`config.mk`:
```
export PLATFORM = sky130hd
export DESIGN_NAME = serial_add_ctrl
export DESIGN_NICKNAME = d
export VERILOG_FILES = /design/src/rtl/serial_add_ctrl.sv
export SDC_FILE = /design/constraint.sdc
export NUM_CORES = 1
export LEC_CHECK = 0
export ABC_AREA = 1
export BUFFER_PORTS_ARGS = -buffer_cell sky130_fd_sc_hd__clkbuf_2
export CORE_MARGIN = 2
export CORE_UTILIZATION = 35
export CTS_BUF_LIST = sky130_fd_sc_hd__clkbuf_2 sky130_fd_sc_hd__clkbuf_4 sky130_fd_sc_hd__clkbuf_8
export DETAILED_ROUTE_END_ITERATION = 12
export GPL_TIMING_DRIVEN = 0
export SLEW_MARGIN = 10
export SYNTH_ARGS = -nofsm -noshare
export SYNTH_HDL_FRONTEND = slang
export SYNTH_SLANG_ARGS = --single-unit
```
`constraint.sdc`:
```
create_clock -name clk -period 2.25 [get_ports clk]
set_input_delay 0.1125 -clock clk [delete_from_list [all_inputs] [get_ports clk]]
set_output_delay 0.1125 -clock clk [all_outputs]
set_load 0.01 [all_outputs]
```
`src/rtl/serial_add_ctrl.sv`:
```
// serial_add_ctrl: bit-serial adder that computes {cout,sum} = a + b + cin
// using one 1-bit full-adder cell per cycle with a registered carry.
//
// Handshake: an operand transfer happens at a rising edge where
// in_valid & in_ready are both 1. in_ready is high only in IDLE. A result
// transfer happens at a rising edge where out_valid & out_ready are both 1.
// out_valid is high only in DONE. sum/cout hold stable until that edge.
// in_valid is ignored outside IDLE.
//
// Optional feature: define SERIAL_ADD_OVF_EN to add the registered
// two's-complement overflow output ovf.
module serial_add_ctrl #(
  parameter int WIDTH = 8
) (
  input  logic             clk,
  input  logic             rst,
  input  logic             in_valid,
  output logic             in_ready,
  input  logic [WIDTH-1:0] a,
  input  logic [WIDTH-1:0] b,
  input  logic             cin,
  output logic             out_valid,
  input  logic             out_ready,
  output logic [WIDTH-1:0] sum,
  output logic             cout
`ifdef SERIAL_ADD_OVF_EN
  ,
  output logic             ovf
`endif
);

  localparam int CW = $clog2(WIDTH) + 1;

  typedef enum logic [1:0] {
    IDLE = 2'd0,
    RUN  = 2'd1,
    DONE = 2'd2
  } state_t;

  state_t           state_q, state_d;
  logic [WIDTH-1:0] a_q, a_d;
  logic [WIDTH-1:0] b_q, b_d;
  logic [WIDTH-1:0] res_q, res_d;
  logic             carry_q, carry_d;
  logic             cout_q, cout_d;
  logic [CW-1:0]    cnt_q, cnt_d;
`ifdef SERIAL_ADD_OVF_EN
  logic             ovf_q, ovf_d;
`endif

  logic fa_sum;
  logic fa_cout;
  logic last_bit;

  // The single full-adder cell working on the current LSBs and the carry.
  always_comb begin
    fa_sum   = a_q[0] ^ b_q[0] ^ carry_q;
    fa_cout  = (a_q[0] & b_q[0]) | (a_q[0] & carry_q) | (b_q[0] & carry_q);
    last_bit = (cnt_q == CW'(WIDTH - 1));
  end

  // Next-state and datapath update; every register holds by default.
  always_comb begin
    state_d = state_q;
    a_d     = a_q;
    b_d     = b_q;
    res_d   = res_q;
    carry_d = carry_q;
    cout_d  = cout_q;
    cnt_d   = cnt_q;
`ifdef SERIAL_ADD_OVF_EN
    ovf_d   = ovf_q;
`endif
    case (state_q)
      IDLE: begin
        if (in_valid) begin
          a_d     = a;
          b_d     = b;
          carry_d = cin;
          cnt_d   = '0;
          state_d = RUN;
        end
      end
      RUN: begin
        res_d   = {fa_sum, res_q[WIDTH-1:1]};
        a_d     = a_q >> 1;
        b_d     = b_q >> 1;
        carry_d = fa_cout;
        cnt_d   = cnt_q + CW'(1);
        if (last_bit) begin
          // carry_q here is the carry into the MSB position.
          cout_d  = fa_cout;
`ifdef SERIAL_ADD_OVF_EN
          ovf_d   = carry_q ^ fa_cout;
`endif
          state_d = DONE;
        end
      end
      DONE: begin
        if (out_ready) begin
          state_d = IDLE;
        end
      end
      default: begin
        state_d = IDLE;
      end
    endcase
  end

  // State and datapath registers; reset aborts any operation in flight.
  always_ff @(posedge clk or posedge rst) begin
    if (rst) begin
      state_q <= IDLE;
      a_q     <= '0;
      b_q     <= '0;
      res_q   <= '0;
      carry_q <= 1'b0;
      cout_q  <= 1'b0;
      cnt_q   <= '0;
`ifdef SERIAL_ADD_OVF_EN
      ovf_q   <= 1'b0;
`endif
    end else begin
      state_q <= state_d;
      a_q     <= a_d;
      b_q     <= b_d;
      res_q   <= res_d;
      carry_q <= carry_d;
      cout_q  <= cout_d;
      cnt_q   <= cnt_d;
`ifdef SERIAL_ADD_OVF_EN
      ovf_q   <= ovf_d;
`endif
    end
  end

  // Outputs come straight from registers or a decode of the state register.
  always_comb begin
    in_ready  = (state_q == IDLE);
    out_valid = (state_q == DONE);
    sum       = res_q;
    cout      = cout_q;
`ifdef SERIAL_ADD_OVF_EN
    ovf       = ovf_q;
`endif
  end

endmodule

```
### After elaboration in Yosys (flattened, before gate mapping)

Cells that the tools add are included.

| cells by class | value |
|---|---|
| add/sub/neg operators | 1 |
| eq/ne operators | 6 |
| muxes and demuxes | 12 |
| bitwise operators | 7 |
| reduce and logical (&&, ||, !) cells | 5 |

Operators by type and width:

| kind | count |
|---|---|
| 8-bit one-hot mux with 2 select lines | 2 |
| 8-bit 2-to-1 mux | 2 |
| 4-bit one-hot mux with 2 select lines | 1 |
| 2-bit 2-to-1 mux | 3 |
| 2-bit one-hot mux with 3 select lines | 1 |
| 4-bit by 1-bit adder with 4-bit output, second input constant | 1 |
| 4-bit by 3-bit == test with 1-bit output, second input constant | 1 |
| 4-bit 2-to-1 mux | 1 |
| 2-bit != test, second input constant | 2 |
| 2-bit AND reduction | 2 |
| 1-bit AND | 3 |
| 3-bit AND reduction | 1 |
| 2-bit by 1-bit == test with 1-bit output, second input constant | 1 |
| 2-bit == test, second input constant | 1 |
| 2-bit logical NOT | 1 |
| 2-bit by 1-bit != test with 1-bit output, second input constant | 1 |
| 1-bit OR | 2 |
| 1-bit one-hot mux with 2 select lines | 1 |
| 2-bit nonzero test | 1 |
| 1-bit XOR | 2 |
| 1-bit 2-to-1 mux | 1 |

| storage, ports and cells | value |
|---|---|
| register bits | 32 |
| input port bits | 21 |
| output and inout bits | 11 |
| word-level logic and storage cells | 38 |

### Depth between registers and ports, before layout

Gate-level depths: netlist of run 1.

| depth | value |
|---|---|
| word-level depth | 4 |
| mapped depth | 6 |
| depth with buffers taken out | 6 |

### Worst setup path after synthesis of run 1

OpenSTA, ideal clock, no wires.

| timing path | value |
|---|---|
| path type | reg2reg |
| from | register a_q[0] |
| to | register carry_q |
| library setup time | 0.125 ns |
| data arrival time | 0.939 ns |
| path slack | 1.187 ns |
| cell stages (with the launch flop) | 4 |
| period minus slack after synthesis | 1.063 ns |
| cell sequence | dfrtp_1 > fa_1 > nand2_1 > nand3_1 |

| between the ends | value |
|---|---|
| longest elaborated chain between the ends | 4 |

Ends and longest elaborated chain:

| item | line | source |
|---|---|---|
| start: declaration | 41 | `logic [WIDTH-1:0] a_q, a_d;` |
| start signal: assignment | 114 | `a_q <= '0;` |
| start signal: assignment | 125 | `a_q <= a_d;` |
| 1-bit AND | 58 | `fa_cout = (a_q[0] & b_q[0]) \| (a_q[0] & carry_q) \| (b_q[0] & carry_q);` |
| 1-bit OR (*) (2 in series) | 58 |  |
| named net fa_cout | 52 | `logic fa_cout;` |
| 1-bit one-hot mux with 2 select lines (*) | 74 | `case (state_q)` |
| end signal: assignment | 128 | `carry_q <= carry_d;` |
| end: declaration | 44 | `logic carry_q, carry_d;` |

The timed path passes the listed nets; every way through them passes the cells marked *.
A chain may end at the register's enable or synchronous reset.

### Final worst setup path of run 1

| timing path | value |
|---|---|
| from | register state_q[0] |
| to | output port in_ready |

| between the ends | value |
|---|---|
| longest elaborated chain between the ends | 1 |

Ends and longest elaborated chain:

| item | line | source |
|---|---|---|
| start: declaration | 40 | `state_t state_q, state_d;` |
| start signal: assignment | 124 | `state_q <= state_d;` |
| 2-bit logical NOT | 139 | `in_ready = (state_q == IDLE);` |
| end: declaration | 18 | `output logic in_ready,` |

No other way between the ends.

==> metrics.txt, run 1 <==
Final HPWL DP 2.23 mm; Hold Path Class input port to flip-flop; met2 routed WL 1.44 mm; met3 WL post-DR 183 um; Sink Count 32; commonest non-fill, non-tap cells in the layout nand3_1 (54), nand2_1 (50), dfrtp_1 (32); die height 68.1 um; Nets 228; dpl ws 1000 ps; DRT met1 WL 1.55 mm; mean area per synthesized cell 8.62 sq um; Root Driver clkbuf_8; clock buffer depth 2; final setup margin 693 ps; Syn Inst Count 167; overall power 2270 uW; 1st-pass router iterations 6; initial antenna violation count 0; area delta synth->final 22.3%; final worst path period need 1560 ps; CTS Buf Count 5; drt wl/cell 12.6 um; Slew HR 0.549; Routability Congestion 0.764; Seq cells post-synth 32; run status finished, final reports clean; GRT Util Overall 0.161; via count 1280; vias in the first global route 1240; worst vdd ir 0.000482 V; post-route ant nets 0; Reg clk slew, reported paths 60 ps; worst skew pair latency 280 ps; Hold Vio Cnt, Final 0; H-tree depth 2; Netlist cell types 18; sequential-to-total area share from yosys stat 0.557; detailed-route DRC error count 0; final setup vio count 0; Top-Level Pins 32; Max Cap Viol 0; total global routing overflow 0; vias per cell 5.00; WL final 3.23 mm; total die area 4640 sq um; largest net degree at the start of global routing 33; fill count 409; hold slack 17.9 ps; crit share post-route 0.692; actual slew at the worst max-slew pin 676 ps; max layer used met4; Initial Util 0.362; diode count 0; Worst setup EP type output pin; fin util 0.443; LEAKAGE 0.000935 uW; setup TNS 0 ps; TritonCTS clock tree built; Synth area leaders dfrtp_1 (56%), nand3_1 (19%), nand2_1 (13%), buf_2 (2.4%), fa_1 (1.4%); Req. time, crit path 2140 ps; commonest non-fill, non-tap cell in the layout nand3_1; initial drt markers 96; ratio of cells with drive above 1 in the final layout 0.248; Yosys Warn Count 0; CP Launch Type flip-flop; Rows 23; Crit Path Category flip-flop to output pin; cell area power density 1290 nW/um^2; Worst EP arrival 1440 ps; area of the core 3970 sq um; Cell Area, Synth 1440 sq um; first-pass GRT wire length 5.49 mm; port buffer count 30; Clock Skew 5.23 ps; Final Max Tran Viols 0; worst-path maximum fanout 10; Yosys top cell area share 0.557; Yosys top cell by area dfrtp_1; Die W 68.1 um; RSZ-0062 raised after global routing no; max frequency 642 MHz; Synth Net Count 190
final cells by class:
type	instances	area [sq um]	share of cell area
sequential	32	801	0.455
multi-input combinational	119	557	0.317
timing repair buffer	31	160	0.0910
clock buffer	8	97.6	0.0555
buffer	11	62.6	0.0356
tap	50	62.6	0.0356
inverter	5	18.8	0.0107
cell usage after synthesis, drive strengths merged:
cell,instances
nand3,54
nor2,6
nand2,50
o21bai,1
dfrtp,32
o21ai,4
nand4,1
buf,9
clkbuf,2
ha,1
fa,1
o31ai,1
inv,5
what timing repair did:
item / in CTS / in global routing
hold buffers: 0 / 1
setup buffers: 0 / 0
resized for setup: 0 / 0
endpoints found under the hold margin: 0 / 32
stage by stage:
stage | cell area (sq um) | std cells
6_report | 1760 | 256
5_1_grt | 1760 | 256
4_1_cts | 1750 | 255
3_5_place_dp | 1650 | 247
3_3_place_gp | 1650 | 247
2_1_floorplan | 1440 | 167
routing by layer:
layer / global-route usage / vias to the layer above
met5: 0 / -
met4: 0.0700 / 0
met3: 0.0444 / 7
met2: 0.252 / 38
met1: 0.207 / 605
li1: - / 630
registers in the layout, summed over array words and instances, names as in the netlist:
name	cells
sum	8
a_q	8
b_q	8
state_q	2
cnt_q	4
cout	1
carry_q	1
cell families (layout without fill, tap and decap cells):
family                   count (synthesis)  in the layout  synth area share
AND/OR/NAND/NOR                        111            111             0.340
buffers and inverters                   16             55            0.0565
flip-flops                              32             32             0.557
adder cells (fa/ha/maj)                  2              2            0.0226
AO/OA/AOI/OAI                            6              6            0.0244
path summary, 6_finish.rpt:
kind	slack, ps	to	cells past startpoint	from
max	690	in_ready	3	state_q[0]$_DFFE_PP0P_
min	20	state_q[1]$_DFFE_PP0P_	2	out_ready
max reg2reg	970	b_q[1]$_DFFE_PP0P_	4	state_q[0]$_DFFE_PP0P_
min reg2reg	480	sum[0]$_DFFE_PP0P_	2	sum[0]$_DFFE_PP0P_
max in group asynchronous	1350	a_q[2]$_DFFE_PP0P_	3	rst
min in group asynchronous	460	sum[6]$_DFFE_PP0P_	3	rst
critical path, cell delays in order, from the launching register on:
cell and delay, ps:
dfrtp_1 450, nor2_2 290, buf_2 270, clkbuf_2 160
where the power goes:
group / total [uW] / leakage, uW / internal [uW] / switching [uW]
Clock: 475 / 0.0000523 / 273 / 202
Sequential: 966 / 0.000412 / 801 / 165
Combinational: 830 / 0.000471 / 324 / 507
Power figures use the tool's default switching activity.
==> run 2, diff against run 1 <==
Settings changed: ABC_AREA 1 to 0.
Clock period 2.25 ns to 1.3 ns, I/O delays scaled along.
==> metrics.txt, run 2 <==
Synth area leaders dfrtp_1 (58%), a22oi_1 (8.2%), mux2_2 (8.2%), o21ai_0 (5.5%), nand2_1 (4.4%); Logic pwr share 0.380; Yosys Warn Count 0; fill count 374; crit share post-route 0.968; register share of total power 0.434; Sink Count 32; Hold Crit Depth 2; worst skew pair latency 280 ps; Syn Inst Count 119; max frequency 795 MHz; dpl ws -107 ps; Req. time, crit path 1460 ps; port buffer count 31; Worst R2R Start cnt_q[1]$_DFFE_PP0P_; final setup vio count 0; Rows 22; Worst setup EP type flip-flop; failing checks negative hold slack; diode count 0; Reg clk slew, reported paths 60 ps; clock power share 0.186; most frequent cells after synthesis dfrtp_1 (32), nand2_1 (16), a22oi_1 (15), o21ai_0 (15), mux2_2 (10); RSZ-0062 raised after global routing yes; ratio of cells with drive above 1 in the final layout 0.427; clock buffer depth 2; TritonCTS clock tree built; CTS Buf Count 5; Synth Flop Type dfrtp_1; Post-synth ARST share 1.00; LEAKAGE 0.000860 uW; mean area per synthesized cell 11.6 sq um; Netlist cell types 26; cell area power density 2140 nW/um^2; total global routing overflow 0; hold slack -1.68 ps; Post-Place Cells 198; vias in the first global route 1109; sequential-to-total area share from yosys stat 0.582; Hold Path Class input port to flip-flop; setup TNS 0 ps; worst vdd ir 0.000890 V; worst hold endpoint state_q[1]$_DFFE_PP0P_; final worst path period need 1260 ps; Cell Area, Synth 1380 sq um; R2R depth 4; Post-synth EDFFs 0; Clock Skew 5.08 ps; Root Driver clkbuf_8; die height 66.7 um; Slew HR 0.561; actual slew at the worst max-slew pin 658 ps; Worst EP arrival 1420 ps; Routability Congestion 0.709; Synth Net Count 142; fin util 0.480; CP Launch Type flip-flop; Yosys top cell area share 0.582; commonest non-fill, non-tap cells in the layout clkbuf_2 (31), dfrtp_1 (30), a22oi_1 (15), nand2_1 (15), o21ai_0 (13); overall power 3820 uW; Net Sw Frac 0.325; Final Max Tran Viols 0; run status finished, violations left; WL final 2.80 mm; worst-path maximum fanout 3; worst r2r dst cout$_DFFE_PP0P_; cell with the most instances after synthesis dfrtp_1; initial drt markers 52; H-tree depth 2; area delta synth->final 29.8%; Final HPWL DP 1.97 mm; final setup margin 42.1 ps; Yosys top cell by area dfrtp_1; Max Cap Viol 0; Die W 66.7 um; vias per cell 5.03; Hold Vio Cnt, Final 1; GRT Util Overall 0.149; total die area 4450 sq um; reg-to-reg slack, setup 40 ps; Initial Util 0.370; commonest non-fill, non-tap cell in the layout clkbuf_2; P_sw 1240 uW; post-route ant nets 0; Seq cells post-synth 32; hold_sp out_ready; drt wl/cell 13.2 um; final cell count without fillers 212; Top-Level Pins 32; initial antenna violation count 0; via count 1067; Crit Path Category flip-flop to flip-flop; detailed-route DRC error count 0; first-pass GRT wire length 4.84 mm; P_int 2580 uW; largest net degree at the start of global routing 33; 1st-pass router iterations 4; Nets 187; area of the core 3720 sq um
-- run 2: cell count changes after synthesis, sizes merged, moves of 4 or more --
| cell | delta |
|---|---|
| a22oi | +15 |
| buf | -4 |
| mux2 | +10 |
| nand2 | -34 |
| nand3 | -53 |
| nor2 | -5 |
| o21ai | +12 |
-- run 2: metrics by stage --
step / hold WS [ps] / cell area [sq um]
floorplan: 173 / 1380
global placement: 277 / 1590
detailed placement: 302 / 1590
CTS: 1.81 / 1700
global route: 5.49 / 1790
finish: -1.68 / 1790
-- run 2: worst max path at each step --
stage / slack (ps) / to / from
6_report: 40 / cout$_DFFE_PP0P_ / cnt_q[1]$_DFFE_PP0P_
5_1_grt: -20 / out_valid / state_q[0]$_DFFE_PP0P_
4_1_cts: 1 / cout$_DFFE_PP0P_ / cnt_q[0]$_DFFE_PP0P_
3_5_place_dp: -110 / sum[1]$_DFFE_PP0P_ / state_q[1]$_DFFE_PP0P_
3_3_place_gp: -100 / sum[2]$_DFFE_PP0P_ / state_q[1]$_DFFE_PP0P_
2_1_floorplan: 10 / cout$_DFFE_PP0P_ / cnt_q[0]$_DFFE_PP0P_
-- run 2: metal layers --
layer / share of wire / GRT usage / wire length (um) / vias to the layer above
met5: 0 / 0 / 0 / -
met4: 0.019 / 0.0612 / 54 / 0
met3: 0.046 / 0.0473 / 128 / 6
met2: 0.47 / 0.246 / 1320 / 30
met1: 0.46 / 0.180 / 1300 / 509
li1: - / - / - / 522
-- run 2: power by group through the flow --
| stage | clock network (uW) | registers [uW] | logic (uW) |
|---|---|---|---|
| floorplan | 0 | 1670 | 860 |
| global placement | 0 | 1640 | 1230 |
| detailed placement | 0 | 1670 | 1280 |
| CTS | 745 | 1660 | 1350 |
| global route | 786 | 1710 | 1640 |
| finish | 710 | 1660 | 1450 |
-- run 2: cell type report --
cell class	instances	area (sq um)	area share
sequential	32	803	0.450
multi-input combinational	76	544	0.305
timing repair buffer	39	230	0.129
clock buffer	6	76.3	0.0427
tap	48	60.1	0.0336
buffer	7	55.1	0.0308
inverter	3	11.3	0.00631
clock inverter	1	5.00	0.00280
-- run 2: cell families (layout without fill, tap and decap cells) --
group	Yosys count	after routing	synth area share
AOI/OAI and AO/OA	39	39	0.186
adders and majority gates	2	2	0.0237
buffers and inverters	11	56	0.0373
DFF	32	32	0.582
muxes	11	11	0.0892
and+or+nand+nor	24	24	0.0819
-- run 2: critical path: stages, from the launching register on --
cell and delay [ps]:
dfrtp_1 380, ha_2 200, and3b_2 210, nand2_2 70
mux2_4 290
-- run 2: what timing repair did --
action,CTS,global route
buffers inserted,2,5
setup endpoints to repair,25,29
hold buffers,0,1
gates resized for setup,8,14
pin swaps,1,1
hold endpoints to repair,0,32
